### src/rtl/mem_arbiter.sv
// Fetch/data arbiter in front of one single-port synchronous memory.
// Define MEM_ARB_RR_EN to get round-robin arbitration; otherwise data has fixed priority.
module mem_arbiter #(
    parameter int unsigned ADDR_W = 12,
    parameter int unsigned DATA_W = 16
) (
    input  logic              clk,
    input  logic              rst,
    input  logic              f_req,
    input  logic [ADDR_W-1:0] f_addr,
    output logic              f_gnt,
    output logic              f_valid,
    output logic [DATA_W-1:0] f_rdata,
    input  logic              d_req,
    input  logic              d_we,
    input  logic [ADDR_W-1:0] d_addr,
    input  logic [DATA_W-1:0] d_wdata,
    output logic              d_gnt,
    output logic              d_valid,
    output logic [DATA_W-1:0] d_rdata,
    output logic [ADDR_W-1:0] mem_addr,
    output logic              mem_we,
    output logic [DATA_W-1:0] mem_wdata,
    input  logic [DATA_W-1:0] mem_rdata
);

    typedef enum logic [1:0] {StIdle, StIssue, StResp} state_e;

    state_e              state_q, state_d;
    logic                sel_q, sel_d;
    logic                wr_q, wr_d;
    logic [ADDR_W-1:0]   mem_addr_q, mem_addr_d;
    logic                mem_we_q, mem_we_d;
    logic [DATA_W-1:0]   mem_wdata_q, mem_wdata_d;
    logic [DATA_W-1:0]   f_rdata_q, f_rdata_d;
    logic [DATA_W-1:0]   d_rdata_q, d_rdata_d;
    logic                f_valid_q, f_valid_d;
    logic                d_valid_q, d_valid_d;
    logic                pick_data;
`ifdef MEM_ARB_RR_EN
    logic                rr_q, rr_d;  // 1 = data wins the next tie
`endif

    always_comb begin
        state_d     = state_q;
        sel_d       = sel_q;
        wr_d        = wr_q;
        mem_addr_d  = mem_addr_q;
        mem_we_d    = 1'b0;
        mem_wdata_d = mem_wdata_q;
        f_rdata_d   = f_rdata_q;
        d_rdata_d   = d_rdata_q;
        f_valid_d   = 1'b0;
        d_valid_d   = 1'b0;
`ifdef MEM_ARB_RR_EN
        rr_d        = rr_q;
        pick_data   = d_req & (~f_req | rr_q);
`else
        pick_data   = d_req;
`endif

        unique case (state_q)
            StIssue: state_d = StResp;
            StIdle, StResp: begin
                // Retire the access whose read data is on mem_rdata this cycle.
                if (state_q == StResp) begin
                    if (sel_q) begin
                        d_valid_d = 1'b1;
                        if (!wr_q) d_rdata_d = mem_rdata;
                    end else begin
                        f_valid_d = 1'b1;
                        f_rdata_d = mem_rdata;
                    end
                end
                if (f_req || d_req) begin
                    state_d    = StIssue;
                    sel_d      = pick_data;
                    wr_d       = pick_data & d_we;
                    mem_we_d   = pick_data & d_we;
                    mem_addr_d = pick_data ? d_addr : f_addr;
                    if (pick_data) mem_wdata_d = d_wdata;
`ifdef MEM_ARB_RR_EN
                    rr_d       = ~pick_data;
`endif
                end else begin
                    state_d = StIdle;
                end
            end
            default: state_d = StIdle;
        endcase
    end

    always_ff @(posedge clk) begin
        if (rst) begin
            state_q     <= StIdle;
            sel_q       <= 1'b0;
            wr_q        <= 1'b0;
            mem_addr_q  <= '0;
            mem_we_q    <= 1'b0;
            mem_wdata_q <= '0;
            f_rdata_q   <= '0;
            d_rdata_q   <= '0;
            f_valid_q   <= 1'b0;
            d_valid_q   <= 1'b0;
`ifdef MEM_ARB_RR_EN
            rr_q        <= 1'b0;
`endif
        end else begin
            state_q     <= state_d;
            sel_q       <= sel_d;
            wr_q        <= wr_d;
            mem_addr_q  <= mem_addr_d;
            mem_we_q    <= mem_we_d;
            mem_wdata_q <= mem_wdata_d;
            f_rdata_q   <= f_rdata_d;
            d_rdata_q   <= d_rdata_d;
            f_valid_q   <= f_valid_d;
            d_valid_q   <= d_valid_d;
`ifdef MEM_ARB_RR_EN
            rr_q        <= rr_d;
`endif
        end
    end

    assign f_gnt     = (state_q == StIssue) & ~sel_q;
    assign d_gnt     = (state_q == StIssue) & sel_q;
    assign f_valid   = f_valid_q;
    assign d_valid   = d_valid_q;
    assign f_rdata   = f_rdata_q;
    assign d_rdata   = d_rdata_q;
    assign mem_addr  = mem_addr_q;
    // A write caught by reset must never reach the array.
    assign mem_we    = mem_we_q & ~rst;
    assign mem_wdata = mem_wdata_q;

endmodule
### config.mk
export PLATFORM = sky130hd
export DESIGN_NAME = mem_arbiter
export DESIGN_NICKNAME = d
export VERILOG_FILES = /design/src/rtl/mem_arbiter.sv
export SDC_FILE = /design/constraint.sdc
export NUM_CORES = 1
export LEC_CHECK = 0
export CAP_MARGIN = 20
export CELL_PAD_IN_SITES_DETAIL_PLACEMENT = 0
export CELL_PAD_IN_SITES_GLOBAL_PLACEMENT = 1
export CORE_ASPECT_RATIO = 1.25
export CORE_UTILIZATION = 26
export DETAILED_ROUTE_END_ITERATION = 10
export MAX_ROUTING_LAYER = met4
export PLACE_DENSITY = 0.73
export SYNTH_ARGS = -nofsm -noshare
export SYNTH_HDL_FRONTEND = slang
export SYNTH_SLANG_ARGS = --single-unit
### constraint.sdc
create_clock -name clk -period 1.1 [get_ports clk]
set_input_delay 0.22 -clock clk [delete_from_list [all_inputs] [get_ports clk]]
set_output_delay 0.22 -clock clk [all_outputs]
set_load 0.005 [all_outputs]
# Word-level counts from Yosys, hierarchy flattened
# Cells that the tools add are included.
# W data, S select, Z words.
[classes]
n_eq_ne = 2
mux = 5
n_bitwise = 10
n_reduce_logical = 9
[ops]
columns = ["operator", "n"]
rows = [
  ["$mux W12", 1],
  ["$not A1 Y1", 6],
  ["$reduce_and A3 Y1", 2],
  ["$reduce_or A3 Y1", 2],
  ["$and A1 B1 Y1", 4],
  ["$pmux W2 S2", 1],
  ["$reduce_and A4 Y1", 1],
  ["$mux W1", 3],
  ["$eq A2 B1 Y1 const B", 1],
  ["$eq A2 B2 Y1 const B", 1],
  ["$logic_not A2 Y1", 1],
  ["$reduce_and A2 Y1", 1],
  ["$reduce_or A2 Y1", 1],
  ["$logic_or A1 B1 Y1", 1],
]
[word_totals]
register_bits = 67
output_inout_bits = 65
word_cells = 36

# Depth between registers and ports, before layout
[depth]
word_depth = 4
ltp_mapped = 6
depth_no_buf = 3

# Least setup slack after synthesis
# OpenSTA, ideal clock, no wires.
[synth_timing]
kind = "register to register"
start = "register sel_q"
end = "register f_rdata_q[10] (netlist: f_rdata[10])"
setup_time_ps = 128
arrival_ps = 1062
required_time_ps = 972
slack_ps = -90
path_stages_with_launch = 6
n_path_buf = 2
cell_sequence = "dfxtp_1 -> nor3b_2 -> buf_4 -> buf_6 -> mux2i_1 -> nor2_1"
[synth_via]
elab_chain_cells = 2
[synth_lines]
columns = ["element", "line", "source"]
rows = [
  ["from (decl)", "30", "logic sel_q, sel_d;"],
  ["from (signal assigned)", "110", "sel_q <= sel_d;"],
  ["$not A1 Y1 (no line)", "-", ""],
  ["$reduce_and A3 Y1 (no line)", "-", ""],
  ["to (signal assigned)", "115", "f_rdata_q <= f_rdata_d;"],
  ["to (decl)", "35", "logic [DATA_W-1:0] f_rdata_q, f_rdata_d;"],
]
# No other way between the ends.
# A chain may end at the register's enable or synchronous reset.

# Worst setup path in the final report
[layout_timing]
start = "register state_q[0]"
end = "output f_gnt"
[layout_via]
elab_chain_cells = 2
[layout_lines]
columns = ["element", "line", "source"]
rows = [
  ["from (decl)", "29", "state_e state_q, state_d;"],
  ["from (signal assigned)", "95", "state_q <= StIdle;"],
  ["from (signal assigned)", "109", "state_q <= state_d;"],
  ["$eq A2 B1 Y1", "125", "assign f_gnt = (state_q == StIssue) & ~sel_q;"],
  ["$and A1 B1 Y1", "125", ""],
  ["to (decl)", "11", "output logic f_gnt,"],
]
# No other way between the ends.

==> out/summary.txt <==
==============================================================================
Outcome ......................................................... finished with violations
Violated checks ................................................. negative setup slack
Area of the core ................................................  0.00956 mm2
Leakage component of the power ..................................   0.00187 uW
Worst R2R End ...................................................  mem_addr[3]
Clock slew at reported path FFs .................................        50 ps
Hold bufs inserted after CTS ....................................            0
Global placement routability congestion .........................        0.728
Max Fanout on Critical Path .....................................            3
Cell Chain, Critical Path ....................................... or2b_1 > nor2_2 > buf_2
Vias post-DR ....................................................         2353
First-pass GRT wire length ......................................     11500 um
Synthesized instance count ......................................          263
R2R depth .......................................................            5
Post-Place Worst Slack ..........................................      -447 ps
Row Count .......................................................           40
Sequential-to-total area share from yosys stat ..................        0.526
Number of stages on the worst hold path .........................            3
Share of total power consumed by net switching ..................        0.212
Top cells by area, synth ........................................ dfxtp_1 (53%), mux2i_1 (11%), nand2_1 (9.6%)
Commonest non-fill, non-tap cell in the layout ..................      nand2_1
Post-synthesis cell area ........................................  0.00255 mm2
Combined buffer and inverter count along the critical path ......            1
Highest attainable clock frequency ..............................      717 MHz
Die X ...........................................................      90.6 um
Data arrival, critical path .....................................      1170 ps
Critical path capture point type ................................ primary output
Unrepaired setup endpoints after global routing .................         true
Net load switching power ........................................      1440 uW
Die Span Y ......................................................       113 um
Worst-case vdd ir drop ..........................................       728 uV
Total inserted antenna cells ....................................            0
Number of enable-type register cells in the synthesized netlist .            0
Die area ........................................................   0.0102 mm2
Number of CTS-inserted buffers ..................................            9
Final Hold Vio Count ............................................            0
H-tree depth reported by CTS ....................................            3
Hold Path Class .................................................    in -> reg
CTS tree ........................................................        built
Sequential cell fraction of total power .........................        0.383
First-iteration detailed-routing DRC count ......................           62
Critical path launch point type .................................     register
Tightest Pin Transition .........................................       289 ps
Power density over cell area ....................................  1510 mW/mm2
All-layer global routing usage ..................................        0.150
Top library cells by usage in the layout, fill and taps aside ... nand2_1 (65), clkdlybuf4s50_1 (58), dfxtp_2 (41)
Critical-path top delay cell ....................................      dfxtp_2
Power Internal ..................................................      5380 uW
Via count of the first global-routing pass ......................         2297
Mapped Nets .....................................................          324
Post-Synthesis Mean Instance Area ...............................     9.69 um2
Antenna violations before repair ................................            0
Unique cell type count in the Yosys netlist .....................           27
Total count of max-transition violations in the final report ....            0
Start of the worst register-to-register path ....................   state_q[0]
Maximum Capacitance Violations ..................................            0
Largest net degree at the start of global routing ...............           18
Area delta synth->final .........................................        76.6%
Synthesis-stage register bit count ..............................           67
Destination of the worst hold path .............................. mem_wdata[13]
Clock period minus worst slack ..................................      1390 ps
Number of top-level pins ........................................          126
Vias per inst ...................................................         4.32
Clock network fraction of design power ..........................        0.482
Summed negative setup slack over all endpoints ..................     -8240 ps
Slowest cell delay on critical path .............................       320 ps
Inst Count DP ...................................................          511
Final antenna-violating net count ...............................            0
Combinational Power Share .......................................        0.135
WS Path Type ....................................................   reg -> out
Final core utilization ..........................................        0.471
Clock root buffer ...............................................    clkbuf_16
WL per Instance .................................................      13.7 um
Reg2reg setup slack .............................................      -260 ps
Share of synthesized registers carrying an async set or reset ...            0
Cell type with the highest aggregate area in the netlist ........      dfxtp_1
Final global-route overflow total ...............................            0
Finished Layout Cells ...........................................          545
Number of fill cells in the layout ..............................          923
Gate family responsible for the most delay along the worst path . simple AND/OR/NAND/NOR gates
Critical Path RT ................................................       880 ps
Hold Path Origin ................................................          rst
Final Routed Wirelength .........................................      7480 um
Clock Path Buffers ..............................................            2
Input/output buffers ............................................          125
Detailed Place HPWL .............................................      4930 um
Primary flip-flop cell chosen by synthesis mapping ..............      dfxtp_1
Starting density of the core ....................................        0.267
Total power draw ................................................      6820 uW
Final number of setup-violating endpoints .......................           66
Share of Yosys cell area claimed by the top area cell type ......        0.526
Skew final ......................................................      4.17 ps
Worst max-slew margin expressed relative to the limit ...........        0.801
Share of the clock period used by the worst path after layout ...         1.27
Yosys Warn Count ................................................            0
Nets ............................................................          475
Share of layout cells above drive strength 1 ....................        0.456
Number of iterations in the first detailed-routing pass .........            4
DRC .............................................................            0
Later-pin clock latency in the skew report ......................       330 ps
Final WS setup ..................................................      -294 ps
Sinks on the clock net ..........................................           67
==============================================================================
## worst min-delay path, cell delays in order
cell,delay (ps)
buf_2,110
buf_4,210
a21oi_2,40
## flip-flops by register name, summed over array words and instances, names as in the netlist
signal	count
d_rdata	16
f_rdata	16
mem_wdata	16
mem_addr	12
state_q	2
d_valid	1
f_valid	1
mem_we_q	1
sel_q	1
wr_q	1
## logic make-up (layout without fill, tap and decap cells)
| group | count (synthesis) | after routing | share of synthesized area |
|---|---|---|---|
| AOI/OAI and AO/OA | 48 | 48 | 0.139 |
| buffers and inverters | 24 | 180 | 0.0628 |
| DFF | 67 | 67 | 0.526 |
| muxes | 28 | 28 | 0.110 |
| and+or+nand+nor | 96 | 96 | 0.162 |
## worst max path at each step
| stage | cells past startpoint | end | slack, ps | start |
|---|---|---|---|---|
| after floorplan | 5 | f_rdata[10] | -60 | state_q[0] |
| after global placement | 4 | mem_addr[11] | -390 | d_req |
| after detailed placement | 4 | wr_q | -450 | d_req |
| after CTS | 3 | d_gnt | -320 | state_q[0] |
| after global routing | 3 | d_gnt | -350 | state_q[0] |
| final | 3 | f_gnt | -290 | state_q[0] |
## cell type report
type	instances	area, um2	share of cell area
Clock buffer	11	243	0.0539
Clock inverter	5	100	0.0222
Multi-Input combinational cell	172	1170	0.260
Tap cell	126	158	0.0350
Sequential cell	67	1400	0.310
Timing Repair Buffer	161	1420	0.316
Inverter	3	11.3	0.00250
## what timing repair did
action	CTS	global route
endpoints found under the hold margin	0	0
pin swaps	3	6
setup buffers	7	6
endpoints found under the setup margin	118	115
resized for setup	222	74
cloned	2	3
## layer usage
metal  GRT usage  wire (um)
met5           -          0
met4      0.0806        155
met3      0.0370        346
met2       0.239       3690
met1       0.175       3290
## power groups by stage
stage / Sequential, uW / Combinational, uW / Clock [uW]
after global routing: 2620 / 990 / 3500
after global placement: 2650 / 840 / 0
after detailed placement: 2650 / 850 / 0
after floorplan: 2660 / 315 / 0
after CTS: 2610 / 907 / 3380
final: 2610 / 920 / 3290
## metrics by stage
step / area (um2) / hold slack (ps)
CTS: 4520 / 289
finish: 4500 / 304
detailed placement: 4010 / 447
global route: 4500 / 307
floorplan: 2560 / 356
global placement: 4010 / 443
## synthesized netlist by cell type, types with 2 or more instances
cell / number
a21oi_1: 33
buf_2: 2
buf_4: 9
buf_6: 2
clkbuf_1: 5
clkbuf_2: 2
dfxtp_1: 67
inv_1: 3
mux2i_1: 28
nand2_1: 65
nor2_1: 20
nor2b_1: 2
o2bb2ai_1: 5
o2bb2ai_2: 7
Power figures use the tool's default switching activity.
